`src/rtl/piggy_bank_counter.sv`:
```
// Deposit accounting stage: edge-detects debounced coin/break levels, keeps a
// saturating balance, flags goal/full, and pays out on break with a coin lockout.
module piggy_bank_counter #(
  parameter int WIDTH           = 8,
  parameter int COIN_VALUE      = 1,
  parameter int GOAL            = 100,
  parameter int COOLDOWN_CYCLES = 16
) (
  input  logic             clk,
  input  logic             rst,
  input  logic             coin_in,
  input  logic             break_in,
  output logic [WIDTH-1:0] balance,
  output logic             deposit_pulse,
  output logic             overflow_pulse,
  output logic             goal_met,
  output logic             full,
  output logic             payout_valid,
  output logic [WIDTH-1:0] payout,
  output logic             locked
);

  localparam int CW = (COOLDOWN_CYCLES > 1) ? $clog2(COOLDOWN_CYCLES) : 1;
  localparam logic [WIDTH:0]   MAX_EXT   = {1'b0, {WIDTH{1'b1}}};
  localparam logic [WIDTH-1:0] COIN_W    = WIDTH'(COIN_VALUE);
  localparam logic [WIDTH-1:0] GOAL_W    = WIDTH'(GOAL);
  localparam logic [CW-1:0]    CD_RELOAD = CW'(COOLDOWN_CYCLES - 1);

  typedef enum logic {SAVING, COOLDOWN} state_t;

  state_t        state;
  logic [CW-1:0] cd_count;
  logic          coin_prev;
  logic          break_prev;
  logic          coin_evt;
  logic          break_evt;
  logic [WIDTH:0] sum;

  assign coin_evt  = coin_in & ~coin_prev;
  assign break_evt = break_in & ~break_prev;
  // One extra bit so a sum past the top of the range is detectable.
  assign sum       = {1'b0, balance} + {1'b0, COIN_W};

  assign goal_met = (balance >= GOAL_W);
  assign full     = (balance == {WIDTH{1'b1}});
  assign locked   = (state == COOLDOWN);

  always_ff @(posedge clk or posedge rst) begin
    if (rst) begin
      state          <= SAVING;
      cd_count       <= '0;
      coin_prev      <= 1'b1;
      break_prev     <= 1'b1;
      balance        <= '0;
      payout         <= '0;
      deposit_pulse  <= 1'b0;
      overflow_pulse <= 1'b0;
      payout_valid   <= 1'b0;
    end else begin
      coin_prev      <= coin_in;
      break_prev     <= break_in;
      deposit_pulse  <= 1'b0;
      overflow_pulse <= 1'b0;
      payout_valid   <= 1'b0;
      case (state)
        SAVING: begin
          // A break wins over a coin arriving on the same edge.
          if (break_evt) begin
            payout       <= balance;
            payout_valid <= 1'b1;
            balance      <= '0;
            cd_count     <= CD_RELOAD;
            state        <= COOLDOWN;
          end else if (coin_evt) begin
            deposit_pulse <= 1'b1;
            if (sum > MAX_EXT) begin
              balance        <= {WIDTH{1'b1}};
              overflow_pulse <= 1'b1;
            end else begin
              balance <= sum[WIDTH-1:0];
            end
          end
        end
        COOLDOWN: begin
          if (cd_count == '0) state <= SAVING;
          else                cd_count <= cd_count - CW'(1);
        end
        default: state <= SAVING;
      endcase
    end
  end

endmodule

```
`config.mk`:
```
export PLATFORM = sky130hd
export DESIGN_NAME = piggy_bank_counter
export DESIGN_NICKNAME = d
export VERILOG_FILES = /design/src/rtl/piggy_bank_counter.sv
export SDC_FILE = /design/constraint.sdc
export NUM_CORES = 1
export LEC_CHECK = 0
export BUFFER_PORTS_ARGS = -buffer_cell sky130_fd_sc_hd__buf_2
export CAP_MARGIN = 20
export CORE_MARGIN = 2
export CORE_UTILIZATION = 40
export CTS_CLUSTER_DIAMETER = 40
export DETAILED_ROUTE_END_ITERATION = 10
export MAX_ROUTING_LAYER = met4
export PLACE_DENSITY = 0.68
export SYNTH_ARGS = -nofsm -noshare
export SYNTH_HDL_FRONTEND = slang
export SYNTH_SLANG_ARGS = --single-unit
export TNS_END_PERCENT = 10
```
`constraint.sdc`:
```
create_clock -name clk -period 3.8 [get_ports clk]
set_input_delay 0.19 -clock clk [delete_from_list [all_inputs] [get_ports clk]]
set_output_delay 0.19 -clock clk [all_outputs]
set_load 0.03 [all_outputs]
```
Yosys cells after proc, flatten, opt, wreduce, memory -nomap -nowiden
Index checks and enable logic that the tools add are counted.
{"block": "op_classes", "add_sub_neg": 2, "mul": 0, "n_div": 0, "order_cmp": 2, "n_eq_ne": 3, "shifts": 0, "mux": 17, "n_bitwise": 5, "n_reduce_logical": 5}
{"op": "$mux W8", "n": 3}
{"op": "$mux W1", "n": 10}
{"op": "$add A8 B1 Y9 const B", "n": 1}
{"op": "$gt A9 B8 Y1 const B", "n": 1}
{"op": "$eq A8 B8 Y1 const B", "n": 1}
{"op": "$ge A8 B7 Y1 const B", "n": 1}
{"op": "$mux W4", "n": 2}
{"op": "$pmux W4 S2", "n": 1}
{"op": "$reduce_and A2 Y1", "n": 3}
{"op": "$logic_not A4 Y1", "n": 1}
{"op": "$ne A2 B2 Y1 const B", "n": 2}
{"op": "$sub A4 B1 Y4 const B", "n": 1}
{"op": "$not A1 Y1", "n": 3}
{"op": "$and A1 B1 Y1", "n": 2}
{"op": "$pmux W1 S2", "n": 1}
{"op": "$reduce_bool A2 Y1", "n": 1}
{"block": "word_totals", "register_bits": 26, "latch_bits": 0, "ram_bits": 0, "mem_bits_ro": 0, "out_inout_bits": 22, "memories": 0}

Logic depth before layout (Yosys ltp)
{"block": "depth", "depth_word": 6, "ltp_mapped": 6, "ltp_nobuf": 6}

Worst setup path before layout
Ideal clock, no wire load.
{"block": "synth_timing", "path_kind": "flip-flop to flip-flop", "startpoint": "register balance[1]", "endpoint": "register balance[0]", "arrival_time_ps": 1754, "path_slack_ps": 1962, "path_stages_with_launch": 7, "path_buffers": 0, "synth_period_minus_slack_ps": 1838, "cell_sequence": "dfrtp_1 ha_1 nand4_1 or2_2 inv_1 o21ai_0 o21ai_0"}
{"block": "synth_between", "elab_chain_cells": 5}
{"element": "start, declared", "line_no": "13", "text": "output logic [WIDTH-1:0] balance,"}
{"element": "start signal, assigned", "line_no": "77", "text": "balance <= {WIDTH{1'b1}};"}
{"element": "start signal, assigned", "line_no": "80", "text": "balance <= sum[WIDTH-1:0];"}
{"element": "$add A8 B1 Y9", "line_no": "42", "text": "assign sum = {1'b0, balance} + {1'b0, COIN_W};"}
{"element": "$gt A9 B8 Y1", "line_no": "76", "text": "if (sum > MAX_EXT) begin"}
{"element": "$mux W8", "line_no": "76"}
{"element": "$mux W8", "line_no": "74", "text": "end else if (coin_evt) begin"}
{"element": "$mux W8", "line_no": "68", "text": "if (break_evt) begin"}
No other way between the ends. The select of a mux whose other input is x is not followed.
A chain may end at the register's enable or synchronous reset.

Worst setup path in the final report
{"block": "layout_timing", "startpoint": "register balance[1]", "endpoint": "output full"}
{"block": "layout_between", "elab_chain_cells": 1}
{"element": "$eq A8 B8 Y1", "line_no": "45", "text": "assign full = (balance == {WIDTH{1'b1}});"}
{"element": "end, declared", "line_no": "17", "text": "output logic full,"}
No other way between the ends.

==> summary.md <==
- finished clean — status
- 2.04 ns — post-place setup slack
- balance[1]$_DFFE_PP0P_ — start point of the critical path
- 0 — ant diodes
- 0.14 ns — clock transition at the registers of the reported paths
- sky130_fd_sc_hd__dfrtp_1 (46%), sky130_fd_sc_hd__mux2_2 (6.9%), sky130_fd_sc_hd__ha_1 (4.8%) — top area cells in the synthesized netlist
- 1 — H-tree depth
- 61.1 um — width of the die
- balance[1]$_DFFE_PP0P_ — start of the worst register-to-register path
- 25.5% — met2 Usage GRT
- 46.7% — power share of the sequential group
- 0 — initial antenna violation count
- 0 — total setup buffers inserted after CTS
- 0.000374 V — peak supply drop
- 474 MHz — highest attainable clock frequency
- sky130_fd_sc_hd__buf_2 — most common library cell in the layout ignoring fill and taps
- 0.00308 sq mm — area of the core region
- 0.00373 sq mm — die footprint
- 0 ns — final setup TNS
- 0 — Ys Warns
- 26 — number of top-level pins
- 0.635 ns — pin slew with the least headroom to its limit
- 4100 um — global-route wire length before repair
- sky130_fd_sc_hd__dfrtp_1 — dominant cell type by area after synthesis
- met2 — highest-utilization routing layer at the global route stage
- 26 — TritonCTS sink count
- 42.3% — Starting Density
- 2 — Hold Buf Count CTS
- 0.899 — routability congestion estimate from global placement
- 3.61 ns — required time at the worst-slack endpoint
- 0 — total congestion overflow
- sky130_fd_sc_hd__clkbuf_4 — CTS root buf
- 0.294 mW — switching power of the nets
- 4 — number of optimization iterations in the first detailed-route pass
- 187 — Cells after DPL
- reg2out — critical path start-end classification
- 50.1% — sequential-to-total area share from yosys stat
- 1.92 ns — Arrival @ worst endpoint
- 12.7 um — post-detailed-route wirelength per cell
- ha_1 > nand4_1 > or2_2 > inv_1 > buf_2 — cell breakdown of the critical path
- 2480 um — total wirelength of the detailed-routed design
- 0 — hold violation count in the final report
- 19.9% — growth of design area from synthesis to finish
- 36.0% — switching fraction of total power
- 26 — post-synthesis sequential element count
- 57.6% — Rel. slew slack
- simple AND/OR/NAND/NOR gates — family of cells with the greatest summed delay on the critical path
- 925 — number of global-route vias before repair
- 195 — final cell count without fillers
- 27 — largest net degree at the start of global routing
- 1,020 — via total after detailed routing
- 3 — clock buffer count from CTS
- 0.770 nW — Pleak
- 0 — final routed DRC violation total
- 1780 um — post-DP HPWL
- 20 — # rows
- 523 mW/mm^2 — total power divided by cell area
- 61.1 um — vertical die dimension
- 23.0% — clock power share
- 5.23 — average via count per standard cell
- 0 — antenna violation net count after detailed routing
- 46.1% — area share of the largest cell type after synthesis
- 55.5% — Final period util
- no — RSZ-0062 raised after global routing
- flop — startpoint types
- 0.00130 sq mm — post-synthesis instance area
- 30.3% — portion of total power attributed to combinational logic
- 2 — number of buffer and inverter instances along the worst setup path
- 25 — IO buf count
- 0.32 ns — later-pin clock latency in the skew report
- 39 — unique cell type count in the Yosys netlist
- 0.49 ns — largest stage delay on the critical path
- 15.2% — global-route usage over all layers
- 0 — Max-cap violations
- 0 — final count of negative-setup-slack endpoints
- sky130_fd_sc_hd__dfrtp_1 — slowest cell on the critical path
- sky130_fd_sc_hd__buf_2 (25), sky130_fd_sc_hd__dfrtp_1 (24), sky130_fd_sc_hd__nand2_1 (13) — most frequent cells in the layout
- 8 — Worst Path Max Fanout
- in2async — class of the tightest hold or removal check
- 281 — count of filler cells inserted in the layout
- output port — capturing element type of the critical path
- 161 — NumNets Final
- 3.78% — met3 Use GR
- 1.69 ns — worst-case setup margin in the final layout
- 123 — Mapped Cells
- 30.5% — fraction of final layout cells with drive strength greater than 1
- 0.00866 ns — Worst Skew
- 0 — # resized after CTS
- 10.6 sq um — Avg Synthesized Cell Area
- 0.817 mW — Overall Power
- 0 — final slew viol count
- 42 — violation count after the first detailed-routing iteration
- 132 — Post-Syn Nets
- 2 — number of buffers between clock root and the deepest sink
- 2.11 ns — final critical-path required period
- done — TritonCTS clock tree
- 0.523 mW — Internal Power
- 19.0% — grt met1 use
==> registers in the layout (all words and copies together) (netlist names) <==
| register | flops |
|---|---|
| balance | 8 |
| overflow_pulse | 1 |
| locked | 1 |
| break_prev | 1 |
| deposit_pulse | 1 |
| cd_count | 4 |
| payout | 8 |
| coin_prev | 1 |
| payout_valid | 1 |
==> stage by stage <==
stage / utilization, % / cell area, sq um / hold WS, ns
floorplan: - / 1300 / 0.194
global placement: 47.2 / 1450 / 0.309
detailed placement: 47.2 / 1450 / 0.310
CTS: 49.5 / 1520 / 0.0816
global route: 50.7 / 1560 / 0.432
finish: 50.7 / 1560 / 0.396
==> cells by family after synthesis <==
logic type | after synthesis | share of synthesized area [%]
AND/OR/NAND/NOR | 37 | 16.4
AO/OA/AOI/OAI | 31 | 14.9
flip-flops | 26 | 50.1
buffers and inverters | 13 | 4.80
multiplexers | 8 | 6.92
adder cells (fa/ha/maj) | 5 | 4.80
XOR/XNOR | 3 | 2.02
==> synthesized netlist by cell type <==
master,number
sky130_fd_sc_hd__a41oi_1,1
sky130_fd_sc_hd__clkbuf_2,1
sky130_fd_sc_hd__nand2_1,13
sky130_fd_sc_hd__nand2b_1,2
sky130_fd_sc_hd__or3_4,1
sky130_fd_sc_hd__mux2_2,8
sky130_fd_sc_hd__a31oi_1,2
sky130_fd_sc_hd__and4_1,1
sky130_fd_sc_hd__and2_1,2
sky130_fd_sc_hd__or2_2,2
sky130_fd_sc_hd__a211o_1,1
sky130_fd_sc_hd__nand2b_4,1
sky130_fd_sc_hd__a21oi_1,5
sky130_fd_sc_hd__nor3_1,1
sky130_fd_sc_hd__nor2_2,1
sky130_fd_sc_hd__a22o_1,4
sky130_fd_sc_hd__nand4b_1,1
sky130_fd_sc_hd__nand3b_1,1
sky130_fd_sc_hd__buf_6,1
sky130_fd_sc_hd__o21ai_0,12
sky130_fd_sc_hd__nand3_1,2
sky130_fd_sc_hd__a211oi_1,1
sky130_fd_sc_hd__xor2_1,3
sky130_fd_sc_hd__and4b_1,1
sky130_fd_sc_hd__o22ai_1,2
sky130_fd_sc_hd__clkinv_2,1
sky130_fd_sc_hd__nor2b_1,1
sky130_fd_sc_hd__dfrtp_1,24
sky130_fd_sc_hd__buf_2,3
sky130_fd_sc_hd__inv_1,7
sky130_fd_sc_hd__nor2_1,3
sky130_fd_sc_hd__nand4_1,2
sky130_fd_sc_hd__o311ai_0,1
sky130_fd_sc_hd__o31ai_1,1
sky130_fd_sc_hd__nor4bb_1,1
sky130_fd_sc_hd__dfstp_2,2
sky130_fd_sc_hd__and3_1,1
sky130_fd_sc_hd__a21boi_1,1
sky130_fd_sc_hd__ha_1,5
==> worst paths after layout <==
kind | cells after the start | to | slack, ns
worst max-delay path | 5 | full | 1.69
worst min-delay path | 3 | balance[5]$_DFFE_PP0P_ | 0.40
worst max register to register | 6 | balance[0]$_DFFE_PP0P_ | 2.15
worst min register to register | 1 | cd_count[0]$_DFFE_PP0P_ | 0.50
max in group asynchronous | 4 | break_prev$_DFF_PP1_ | 2.89
min in group clk | 1 | cd_count[0]$_DFFE_PP0P_ | 0.50
==> metal layers <==
| layer | routed length [um] | share of wire, % | up-vias |
|---|---|---|---|
| li1 | - | - | 496 |
| met3 | 125 | 5.0 | 2 |
| met2 | 1190 | 48 | 29 |
| met1 | 1150 | 46 | 493 |
| met5 | 0 | 0 | - |
| met4 | 19 | 0.77 | 0 |
==> worst reg2reg max path, cell delays in order, from the launching register on <==
cell                      delay [ns]
sky130_fd_sc_hd__dfrtp_1        0.49
sky130_fd_sc_hd__ha_1           0.31
sky130_fd_sc_hd__nand4_1        0.14
sky130_fd_sc_hd__or2_2          0.37
sky130_fd_sc_hd__inv_1          0.09
sky130_fd_sc_hd__o21ai_0        0.07
sky130_fd_sc_hd__o21ai_0        0.09
==> power groups by stage <==
stage / Sequential (mW) / Clock [mW] / Combinational, mW
final: 0.382 / 0.188 / 0.248
after detailed placement: 0.389 / 0 / 0.243
after floorplan: 0.427 / 0 / 0.133
after global routing: 0.392 / 0.201 / 0.276
after CTS: 0.382 / 0.196 / 0.246
after global placement: 0.382 / 0 / 0.234
==> area by class of cell <==
cell class	count	area, sq um	share of cell area [%]
Sequential cell	26	653	41.8
Multi-Input combinational cell	84	587	37.6
Timing Repair Buffer	29	183	11.7
Tap cell	44	55.1	3.53
Inverter	8	31.3	2.00
Clock inverter	1	30.0	1.92
Clock buffer	3	22.5	1.44
(Power assumes the default switching activity.)
